### config.mk
export PLATFORM = sky130hd
export DESIGN_NAME = led_matrix_scan_flat
export DESIGN_NICKNAME = d
export VERILOG_FILES = /design/src/rtl/led_matrix_scan_if.sv /design/src/rtl/led_matrix_scan.sv /design/src/flat_wrapper.sv
export SDC_FILE = /design/constraint.sdc
export NUM_CORES = 1
export LEC_CHECK = 0
export CAP_MARGIN = 5
export CORE_MARGIN = 2
export CORE_UTILIZATION = 49
export DETAILED_ROUTE_END_ITERATION = 10
export GPL_TIMING_DRIVEN = 0
export PLACE_DENSITY = 0.68
export REMOVE_ABC_BUFFERS = 1
export SLEW_MARGIN = 25
export SYNTH_ARGS = -nofsm -noshare
export SYNTH_HDL_FRONTEND = slang
export SYNTH_SLANG_ARGS = --single-unit
### constraint.sdc
create_clock -name clock -period 3.2 [get_ports clock]
set_input_delay 0.64 -clock clock [delete_from_list [all_inputs] [get_ports clock]]
set_output_delay 0.64 -clock clock [all_outputs]
set_load 0.03 [all_outputs]
### src/rtl/led_matrix_scan_if.sv
// Signal bundle between the CPU's VPOKE write path and the LED matrix refresh engine.
// Swap handshake: swap_req is a one-cycle request. The engine latches it as swap_pending
// and performs it at the next frame boundary, answering with a one-cycle swap_ack.
// Requests arriving while one is pending merge into it; there is no queueing.
interface led_matrix_scan_if;
    logic       wr_en;
    logic [2:0] wr_addr;
    logic [7:0] wr_data;
    logic [2:0] rd_addr;
    logic [7:0] rd_data;
    logic       swap_req;
    logic       swap_ack;
    logic       swap_pending;
    logic [1:0] bright;
    logic       frame_start;
    logic [7:0] row;
    logic [7:0] col;
    logic       dbg_drive;
    logic [2:0] dbg_row;

    modport master (
        output wr_en, wr_addr, wr_data, rd_addr, swap_req, bright,
        input  rd_data, swap_ack, swap_pending, frame_start, row, col, dbg_drive, dbg_row
    );

    modport slave (
        input  wr_en, wr_addr, wr_data, rd_addr, swap_req, bright,
        output rd_data, swap_ack, swap_pending, frame_start, row, col, dbg_drive, dbg_row
    );
endinterface

### src/rtl/led_matrix_scan.sv
// Double-buffered 8x8 LED matrix scanner: back-bank writes, frame-boundary swap,
// inter-row blanking and 4-level PWM brightness. All pin outputs are registered.
module led_matrix_scan #(
    parameter int DWELL = 1024,
    parameter int BLANK = 16
) (
    input  logic             clock,
    input  logic             rst,
    led_matrix_scan_if.slave bus
);
    localparam int CNT_MAX = (DWELL > BLANK) ? DWELL : BLANK;
    localparam int CNT_W   = $clog2(CNT_MAX);
    localparam int ON_W    = CNT_W + 1;
    localparam int STEP    = DWELL / 4;
    localparam logic [CNT_W-1:0] BLANK_LAST = CNT_W'(BLANK - 1);
    localparam logic [CNT_W-1:0] DWELL_LAST = CNT_W'(DWELL - 1);

    typedef enum logic {
        ST_BLANK = 1'b0,
        ST_DRIVE = 1'b1
    } state_e;

    state_e                state_q, state_d;
    logic [2:0]            r_q, r_d;
    logic [CNT_W-1:0]      cnt_q, cnt_d;
    logic [1:0]            bright_s_q, bright_s_d;
    logic                  front_sel_q, front_sel_d;
    logic                  pending_q, pending_d;
    logic                  run_q;
    logic                  swap_now;
    logic [1:0][7:0][7:0]  bank_q, bank_d;
    logic [ON_W-1:0]       on_len;

    logic [7:0]            row_q, row_d;
    logic [7:0]            col_q, col_d;
    logic                  frame_start_q, frame_start_d;
    logic                  swap_ack_q, swap_ack_d;

    // run_q holds the position at BLANK 0 of row 0 for the first edge after reset, so the
    // output registers load that cycle's values and frame_start shows in the first live cycle.
    always_comb begin
        state_d     = state_q;
        r_d         = r_q;
        cnt_d       = cnt_q;
        bright_s_d  = bright_s_q;
        front_sel_d = front_sel_q;
        pending_d   = pending_q | bus.swap_req;
        swap_now    = 1'b0;
        bank_d      = bank_q;

        if (bus.wr_en) begin
            bank_d[~front_sel_q][bus.wr_addr] = bus.wr_data;
        end

        if (run_q) begin
            unique case (state_q)
                ST_BLANK: begin
                    if (cnt_q == BLANK_LAST) begin
                        state_d    = ST_DRIVE;
                        cnt_d      = '0;
                        bright_s_d = bus.bright;
                    end else begin
                        cnt_d = cnt_q + CNT_W'(1);
                    end
                end
                ST_DRIVE: begin
                    if (cnt_q == DWELL_LAST) begin
                        state_d = ST_BLANK;
                        cnt_d   = '0;
                        r_d     = r_q + 3'd1;
                        if ((r_q == 3'd7) && pending_d) begin
                            swap_now    = 1'b1;
                            front_sel_d = ~front_sel_q;
                            pending_d   = 1'b0;
                        end
                    end else begin
                        cnt_d = cnt_q + CNT_W'(1);
                    end
                end
            endcase
        end
    end

    assign on_len = ON_W'((32'(bright_s_d) + 32'd1) * STEP);

    // Decode the pins for the cycle being entered. A swap edge always enters BLANK,
    // so reading the pre-edge bank contents here never misses a same-edge write.
    always_comb begin
        row_d         = 8'hFF;
        col_d         = 8'h00;
        frame_start_d = (state_d == ST_BLANK) && (r_d == 3'd0) && (cnt_d == '0);
        swap_ack_d    = swap_now;
        if (state_d == ST_DRIVE) begin
            row_d = ~(8'h01 << r_d);
            if ({1'b0, cnt_d} < on_len) begin
                col_d = bank_q[front_sel_d][r_d];
            end
        end
    end

    always_ff @(posedge clock or negedge rst) begin
        if (!rst) begin
            state_q       <= ST_BLANK;
            r_q           <= '0;
            cnt_q         <= '0;
            bright_s_q    <= '0;
            front_sel_q   <= 1'b0;
            pending_q     <= 1'b0;
            run_q         <= 1'b0;
            bank_q        <= '0;
            row_q         <= 8'hFF;
            col_q         <= 8'h00;
            frame_start_q <= 1'b0;
            swap_ack_q    <= 1'b0;
        end else begin
            state_q       <= state_d;
            r_q           <= r_d;
            cnt_q         <= cnt_d;
            bright_s_q    <= bright_s_d;
            front_sel_q   <= front_sel_d;
            pending_q     <= pending_d;
            run_q         <= 1'b1;
            bank_q        <= bank_d;
            row_q         <= row_d;
            col_q         <= col_d;
            frame_start_q <= frame_start_d;
            swap_ack_q    <= swap_ack_d;
        end
    end

    assign bus.rd_data      = bank_q[~front_sel_q][bus.rd_addr];
    assign bus.row          = row_q;
    assign bus.col          = col_q;
    assign bus.frame_start  = frame_start_q;
    assign bus.swap_ack     = swap_ack_q;
    assign bus.swap_pending = pending_q;
    assign bus.dbg_drive    = (state_q == ST_DRIVE);
    assign bus.dbg_row      = r_q;
endmodule

### src/flat_wrapper.sv
// flat-port wrapper written by rule: the top's interface ports become plain ports
module led_matrix_scan_flat 
#(
    parameter int DWELL = 1024,
    parameter int BLANK = 16
)
  (clock, rst, bus_wr_en, bus_wr_addr, bus_wr_data, bus_rd_addr, bus_swap_req, bus_bright, bus_rd_data, bus_swap_ack, bus_swap_pending, bus_frame_start, bus_row, bus_col, bus_dbg_drive, bus_dbg_row);
  led_matrix_scan_if bus_i ();
  input  logic clock;
  input  logic rst;
  input wire logic [$bits(bus_i.wr_en)-1:0] bus_wr_en;
  input wire logic [$bits(bus_i.wr_addr)-1:0] bus_wr_addr;
  input wire logic [$bits(bus_i.wr_data)-1:0] bus_wr_data;
  input wire logic [$bits(bus_i.rd_addr)-1:0] bus_rd_addr;
  input wire logic [$bits(bus_i.swap_req)-1:0] bus_swap_req;
  input wire logic [$bits(bus_i.bright)-1:0] bus_bright;
  output wire logic [$bits(bus_i.rd_data)-1:0] bus_rd_data;
  output wire logic [$bits(bus_i.swap_ack)-1:0] bus_swap_ack;
  output wire logic [$bits(bus_i.swap_pending)-1:0] bus_swap_pending;
  output wire logic [$bits(bus_i.frame_start)-1:0] bus_frame_start;
  output wire logic [$bits(bus_i.row)-1:0] bus_row;
  output wire logic [$bits(bus_i.col)-1:0] bus_col;
  output wire logic [$bits(bus_i.dbg_drive)-1:0] bus_dbg_drive;
  output wire logic [$bits(bus_i.dbg_row)-1:0] bus_dbg_row;
  assign bus_i.wr_en = bus_wr_en;
  assign bus_i.wr_addr = bus_wr_addr;
  assign bus_i.wr_data = bus_wr_data;
  assign bus_i.rd_addr = bus_rd_addr;
  assign bus_i.swap_req = bus_swap_req;
  assign bus_i.bright = bus_bright;
  assign bus_rd_data = bus_i.rd_data;
  assign bus_swap_ack = bus_i.swap_ack;
  assign bus_swap_pending = bus_i.swap_pending;
  assign bus_frame_start = bus_i.frame_start;
  assign bus_row = bus_i.row;
  assign bus_col = bus_i.col;
  assign bus_dbg_drive = bus_i.dbg_drive;
  assign bus_dbg_row = bus_i.dbg_row;
  led_matrix_scan #(.DWELL(DWELL), .BLANK(BLANK)) u_core (.clock(clock), .rst(rst), .bus(bus_i));
endmodule
# --- Yosys cells after proc, flatten, opt, wreduce, memory -nomap -nowiden ---
# Index checks and enable logic that the tools add are counted.
classes:
  add_sub_neg: 3
  n_eq_ne: 3
  bitwise_logic: 5
  shift: 1
  reduce_logical: 7
  muxes: 42
  order_cmp: 8
ops:
  columns: ["operator", "count"]
  rows:
  - ["$mux 64", 5]
  - ["$bwmux 128", 1]
  - ["$demux 64 s1", 1]
  - ["$bmux 8 s3", 2]
  - ["$mux 8", 6]
  - ["$mux 10", 3]
  - ["$demux 8 s3", 1]
  - ["$pmux 10 s2", 1]
  - ["$mux 1", 15]
  - ["$lt 3x4->1 const B", 3]
  - ["$lt 10x11->1", 1]
  - ["$add 10x1->10 const B", 1]
  - ["$eq 10x10->1 const B", 1]
  - ["$eq 10x4->1 const B", 1]
  - ["$logic_not 10->1", 1]
  - ["$mux 3", 3]
  - ["$not 8->8", 1]
  - ["$shl 1x3->8 const A", 1]
  - ["$mux 2", 3]
  - ["$logic_and 1x1->1", 5]
  - ["$lt 1x2->1 const B", 2]
  - ["$add 2x1->3 const B", 1]
  - ["$add 3x1->3 const B", 1]
  - ["$eq 3x3->1 const B", 1]
  - ["other kinds (6)", 8]
word_totals:
  reg_bits: 165

# --- Depth between registers and ports, before layout ---
# Gate-level depths: netlist (run 1).
depth:
  depth_word: 12
  mapped_depth: 13
  mapped_depth_nobuf: 11

# --- Worst setup path after synthesis (run 1) ---
# Ideal clock, no wire load.
synth_path:
  kind: "flip-flop to output port"
  from: "register u_core.front_sel_q"
  to: "output bus_rd_data[0]"
  n_path_buf: 2
  arrival_ns: 2.377
  t_required_ns: 2.560
  stages_incl_launch_ff: 5
  path_slack_ns: 0.183
  path_cell_list: "dfrtp_1 > clkbuf_1 > clkbuf_1 > mux4_2 > mux4_2"
synth_between:
  elab_chain_cells: 4
synth_rtl:
  columns: ["item", "line", "text"]
  rows:
  - ["start: declaration", "led_matrix_scan.sv:27", "logic front_sel_q, front_sel_d;"]
  - ["start signal: assignment", "led_matrix_scan.sv:120", "front_sel_q <= front_sel_d;"]
  - ["$mux 64 (implied by the code) (2 in a row)", "led_matrix_scan.sv:131", "assign bus.rd_data = bank_q[~front_sel_q][bus.rd_addr];"]
  - ["$bmux 8 s3", "led_matrix_scan.sv:131", null]
  - ["$mux 8 (implied by the code)", "led_matrix_scan.sv:131", null]
  - ["end: declaration", "flat_wrapper.sv:17", "output wire logic [$bits(bus_i.rd_data)-1:0] bus_rd_data;"]
# No other way between the ends. The select of a mux whose other input is x is not followed.

# --- Worst setup path after layout (run 1) ---
# Ends and elaborated chain as after synthesis.

==> impl_metrics.json, run 1 <==
{
  "start_kind": "register",
  "vias": 6028,
  "final_core_util_pct": 58.6,
  "rr_endpoint": "u_core.bus.col[3]",
  "initial_core_util_pct": 49.6,
  "hold-worst-slack_ns": 0.155,
  "dieArea_um2": 18400,
  "syn_area_um2": 8490,
  "peakVddDrop_mv": 0.431,
  "die_y_um": 136,
  "ctsLongestPathBuffers": 2,
  "cp_top_family": "multiplexers",
  "min-delay-path-class": "in -> async",
  "io_buffers": 50,
  "clk_pin_slew_worst_paths_ns": 0.06,
  "fin_nets": 771,
  "synth-simple-area-share_pct": 13.7,
  "critPathKind": "reg -> out",
  "final_cell_mix": "154 x dfrtp_1, 130 x nand2_1, 130 x mux2_2",
  "setup_slack_ns": 0.0497,
  "final_common_cell": "dfrtp_1",
  "ys_ff_latch": 165,
  "overflow": 0,
  "fp-row-count": 48,
  "wl_per_cell_um": 21.7,
  "hold_viol_final": 0,
  "grt_pass1_wl_um": 32900,
  "place.detailed.hpwl_um": 13700,
  "leakagePower_nw": 4.27,
  "min_period_ns": 3.15,
  "grt_pass1_vias": 5955,
  "relSlewSlack_pct": 29.0,
  "synthFlopType": "dfrtp_1",
  "power_density_nw_per_um2": 590,
  "synth_compound_area_share_pct": 3.29,
  "crit_path_max_fanout": 13,
  "antenna_found_initial": 0,
  "path_common_cell": "mux4_2",
  "setup-violations-final": 0,
  "num_antenna_cells": 0,
  "r2r-start": "u_core.cnt_q[7]",
  "r2r_cells": 12,
  "fmax_ghz": 0.317,
  "arrival_ns": 2.51,
  "cts-root-buf": "clkbuf_16",
  "final_antenna_net_count": 0,
  "cp_data_required_time_ns": 2.56,
  "cts_hold_buf": 0,
  "cts_tree": "done",
  "routed_wl_um": 21300,
  "postSynth.asyncResetShare_pct": 100,
  "synth-adder-area-share_pct": 0.589,
  "area_growth_pct": 18.1,
  "finClkSkew_ns": 0.00696,
  "rrSetupSlack_ns": 0.08,
  "final.period_utilization_pct": 98.4,
  "cap_viol_max_count": 0,
  "drt_iter0_markers": 572,
  "place_ws_ns": -0.486,
  "yosysWarnings": 0,
  "drc": 0,
  "yosysSeqAreaShare_pct": 48.7,
  "worstSkewPairLatency_ns": 0.43,
  "clock-sinks": 165,
  "dp_cells": 942,
  "synthCells": 702,
  "htree_num_levels": 4,
  "slew_violations": 0,
  "grt_max_degree": 101,
  "synth_top_family_by_area": "multiplexers",
  "globalplace.congestion": 0.819,
  "track_usage_pct": 24.0,
  "max_stage_delay_ns": 0.51,
  "drive_gt1_share_pct": 35.1,
  "core_area_um2": 17100,
  "fin_setup_tns_ns": 0,
  "drt_pass1_iterations": 5,
  "tightest_slew_ns": 1.06,
  "synth_edf_count": 0,
  "synth.avg_cell_area_um2": 12.1,
  "finalNonFillerCells": 985,
  "die_w_um": 136,
  "critPathBufInv": 2,
  "setup.worst_path.end_class": "output pin",
  "ios": 51,
  "status": "finished, final reports clean",
  "via_per_inst": 6.12,
  "crit_path_top_delay_cell": "mux4_2",
  "synthXorXnorAreaFrac_pct": 1.24,
  "synth.distinct_cells": 57,
  "muxShareOfSynthArea_pct": 29.6,
  "numCtsBuffers": 17,
  "path_cells": "bufbuf_16 > mux4_2 > mux4_2 > clkdlybuf4s15_2"
}
==> per-layer routing <==
layer / up-vias / wire length [µm] / global-route usage [%]
li1: 2635 / - / -
met1: 3105 / 8590 / 31.0
met2: 236 / 10900 / 39.8
met3: 52 / 1310 / 4.75
met4: 0 / 570 / 9.90
met5: - / 0 / 0
==> kinds of logic after synthesis <==
logic type	after synthesis
other	1
flip-flops	165
multiplexers	185
AND/OR/NAND/NOR	248
buffers and inverters	50
AO/OA/AOI/OAI	37
adder cells (fa/ha/maj)	4
XOR/XNOR	12
==> synth_stat cells, types with 3 or more instances <==
cell type,number,area (µm²)
nand2_1,130,488
ha_1,4,50.1
a32oi_1,8,70.1
inv_1,6,22.5
clkbuf_1,28,105
o21ai_1,5,25.0
nand3_1,48,240
and4_1,3,26.3
nand2b_1,6,37.5
buf_2,6,30.0
xnor2_1,8,70.1
buf_1,3,11.3
xor2_1,4,35.0
nor3_1,4,20.0
a21oi_1,5,25.0
mux4_2,40,901
a31o_2,5,43.8
dfrtp_1,157,3930
mux2_2,131,1480
nand4_1,12,75.1
dfstp_2,8,210
mux2i_1,14,140
nor2_1,26,97.6
==> worst max-delay path by stage <==
stage,from,endpoint,cells after the start
floorplan,u_core.front_sel_q,u_core.bus.col[6],6
global placement,u_core.front_sel_q,u_core.bus.col[1],6
detailed placement,u_core.cnt_q[9],u_core.bus.col[1],10
CTS,u_core.front_sel_q,bus_rd_data[7],4
global route,u_core.cnt_q[0],u_core.bus.col[6],10
finish,u_core.front_sel_q,bus_rd_data[0],4
==> repair_timing <==
item,in CTS,in global routing
setup endpoints to repair,16,13
cloned,1,0
gates resized for setup,31,16
pin swaps,2,3
buffers inserted,9,1
==> through the flow <==
step / cell area [µm²] / power (W)
6_report: 10000 / 0.00592
3_5_place_dp: 9200 / 0.00365
5_1_grt: 10000 / 0.00615
3_3_place_gp: 9060 / 0.00358
2_1_floorplan: 8280 / 0.00325
4_1_cts: 10000 / 0.00595
==> where the power goes <==
group / switching, W / internal (W)
combinational: 0.000531 / 0.000590
sequential: 0.000223 / 0.00234
clock: 0.000832 / 0.00141
==> state kept, by name, summed over array words and instances (netlist names) <==
register and flops:
u_core.cnt_q 10, u_core.bus.dbg_drive 1, u_core.bus.frame_start 1, u_core.run_q 1, u_core.bus.swap_pending 1, u_core.bus.col 8
u_core.bus.dbg_row 3, u_core.bus.swap_ack 1, u_core.front_sel_q 1, u_core.bright_s_q 2, u_core.bank_q 128, u_core.bus.row 8
==> layout make-up <==
cell class                 instances  area, µm²
inverter                           7       33.8
clock buffer                      20        447
fill                            1366       7080
clock inverter                    12        200
timing repair buffer              69        742
sequential                       165       4150
multi-input combinational        487       4190
tap                              225        282
Note: power is estimated with default switching activity, not from simulation.
==> run 2, diff against run 1 <==
--- a/config.mk
+++ b/config.mk
@@ -5,7 +5,6 @@
 export SDC_FILE = /design/constraint.sdc
 export NUM_CORES = 1
 export LEC_CHECK = 0
-export CAP_MARGIN = 5
 export CORE_MARGIN = 2
 export CORE_UTILIZATION = 49
 export DETAILED_ROUTE_END_ITERATION = 10
==> results of run 2 <==
No change in the layout: final DEF, timing and power equal those of run 1.
==> run 3, diff against run 2 <==
--- a/config.mk
+++ b/config.mk
@@ -11,7 +11,8 @@
 export GPL_TIMING_DRIVEN = 0
 export PLACE_DENSITY = 0.68
 export REMOVE_ABC_BUFFERS = 1
-export SLEW_MARGIN = 25
+export SETUP_SLACK_MARGIN = 0.4
+export SLEW_MARGIN = 20
 export SYNTH_ARGS = -nofsm -noshare
 export SYNTH_HDL_FRONTEND = slang
 export SYNTH_SLANG_ARGS = --single-unit
==> run 3 against run 2 <==
Compared with the run above: final area is 1.8% higher; cell count is 0.81% higher; utilization is 1.0 points higher; critical path type is now reg -> reg; clock skew is 0.00094 ns lower; total power is 2.2% lower; worst hold slack worse by 0.031 ns; register-to-register slack hardly changed; highest routed layer unchanged; largest cell class unchanged; via count is 1.1% higher; die area stayed put; first-iteration DRC count is 2.8% lower; routed wire length is 0.69% higher; non-clock buffer count is 8 higher.
==> impl_metrics.json, run 3 (synthesized netlist as in run 1, its figures left out) <==
{
  "power.total_w": 0.00579,
  "dieArea_um2": 18400,
  "min_period_ns": 3.13,
  "numCtsBuffers": 17,
  "die_y_um": 136,
  "num_antenna_cells": 0,
  "vias": 6093,
  "worstSkewPairLatency_ns": 0.43,
  "fmax_ghz": 0.320,
  "cap_viol_max_count": 0,
  "drive_gt1_share_pct": 36.3,
  "final_antenna_net_count": 0,
  "r2r_cells": 8,
  "grt_max_degree": 106,
  "io_buffers": 50,
  "finClkSkew_ns": 0.00602,
  "fp-row-count": 48,
  "largest_reg_flops": 128,
  "final.period_utilization_pct": 97.7,
  "cp_data_required_time_ns": 3.52,
  "place_area_um2": 9200,
  "slew_violations": 0,
  "routed_wl_um": 21500,
  "core_area_um2": 17100,
  "hold_viol_final": 0,
  "place.detailed.hpwl_um": 13700,
  "drt_pass1_iterations": 5,
  "rr_endpoint": "u_core.bus.col[6]",
  "critPathKind": "reg -> reg",
  "cts_tree": "done",
  "grt_pass1_vias": 6040,
  "setup-violations-final": 0,
  "min-delay-path-class": "in -> async",
  "htree_num_levels": 4,
  "critPathLaunch": "u_core.cnt_q[0]",
  "fin_nets": 779,
  "die_w_um": 136,
  "nFillCells": 1346,
  "crit_path_max_fanout": 18,
  "cts-root-buf": "clkbuf_16",
  "top_regs": "u_core.bank_q (128), u_core.cnt_q (10)",
  "peakVddDrop_mv": 0.459,
  "cts_hold_buf": 0,
  "tightest_slew_ns": 1.27,
  "drc": 0,
  "track_usage_pct": 24.2,
  "arrival_ns": 3.45,
  "area_growth_pct": 20.3,
  "power_density_nw_per_um2": 567,
  "final_area_um2": 10200,
  "final_core_util_pct": 59.7,
  "relSlewSlack_pct": 15.6,
  "clock-sinks": 165,
  "initial_core_util_pct": 49.6,
  "overflow": 0,
  "clk_pin_slew_worst_paths_ns": 0.06,
  "rrSetupSlack_ns": 0.07,
  "rsz0062_at_grt": "yes",
  "setup.worst_path.end_class": "register",
  "wl_per_cell_um": 21.6,
  "grt_pass1_wl_um": 33400,
  "start_kind": "register",
  "antenna_found_initial": 0,
  "leakagePower_nw": 4.35,
  "ios": 51,
  "ctsLongestPathBuffers": 2,
  "final_common_cell": "dfrtp_1",
  "drt_iter0_markers": 556,
  "globalplace.congestion": 0.819,
  "via_per_inst": 6.14,
  "r2r-start": "u_core.cnt_q[0]",
  "status": "finished, final reports clean",
  "top_register": "u_core.bank_q",
  "final_cell_mix": "156 x dfrtp_1, 130 x nand2_1, 129 x mux2_2"
}
-- run 3: cell types whose count changed in the layout (fill, tap and decap cells not counted), sizes merged, moves of 2 or more --
cell,previous run,this run
buf,23,36
inv,9,6
bufinv,5,2
clkinv,2,9
clkdlybuf4s15,2,0
-- run 3: per-layer routing --
| metal | wire [µm] | vias up | global-route usage, % |
|---|---|---|---|
| met2 | 10800 | 273 | 40.0 |
| met5 | 0 | - | 0 |
| met4 | 560 | 0 | 9.61 |
| met1 | 8690 | 3133 | 31.8 |
| li1 | - | 2643 | - |
| met3 | 1420 | 44 | 4.30 |
-- run 3: per-stage QoR --
stage                     instances  setup slack, ns  hold WS (ns)  TNS (ns)
after floorplan                 659            -3.43         0.344    -30.56
after global placement          934            -6.77         0.504   -898.24
after detailed placement        942           -0.509         0.514     -4.91
after CTS                       990           0.0140         0.156         0
after global routing            993          -0.0304         0.175    -0.110
final                           993           0.0743         0.124         0
-- run 3: area by class of cell --
cell class | instances | area, µm² | share of cell area, %
multi-input cells | 487 | 4260 | 41.7
flip-flops and latches | 165 | 4140 | 40.6
repair buffers | 77 | 916 | 8.97
clock buffers | 20 | 457 | 4.47
well taps | 225 | 282 | 2.76
clock inverters | 12 | 130 | 1.27
inverters | 7 | 31.3 | 0.306
-- run 3: power by group --
group	leakage, nW	internal, W	total [W]	switching, W
clock	0.286	0.00119	0.00202	0.000835
sequential	2.13	0.00234	0.00257	0.000230
combinational	1.93	0.000650	0.00120	0.000552
total	4.35	0.00418	0.00579	0.00162
-- run 3: timing repair --
item | CTS | global route
pin swaps | 3 | 4
resized for setup | 72 | 19
gates cloned | 2 | 1
setup endpoints to repair | 17 | 25
setup buffers | 14 | 2
-- run 3: worst max path at each step --
stage               slack [ns]  cells past startpoint                 to
floorplan                -3.43                      6  u_core.bus.col[6]
global placement         -6.77                      6  u_core.bus.col[1]
detailed placement       -0.51                     10  u_core.bus.col[1]
CTS                       0.01                     13  u_core.bus.col[6]
global route             -0.03                     13  u_core.bus.col[6]
finish                    0.07                      8  u_core.bus.col[6]
-- run 3: critical path, cell delays in order, from the launching register on --
cell,delay [ns]
dfrtp_1,0.43
ha_1,0.28
and4_1,0.25
nand4_1,0.27
nand2_1,0.14
o21ai_2,0.97
a222oi_1,0.22
and3_4,0.26
a31o_1,0.18
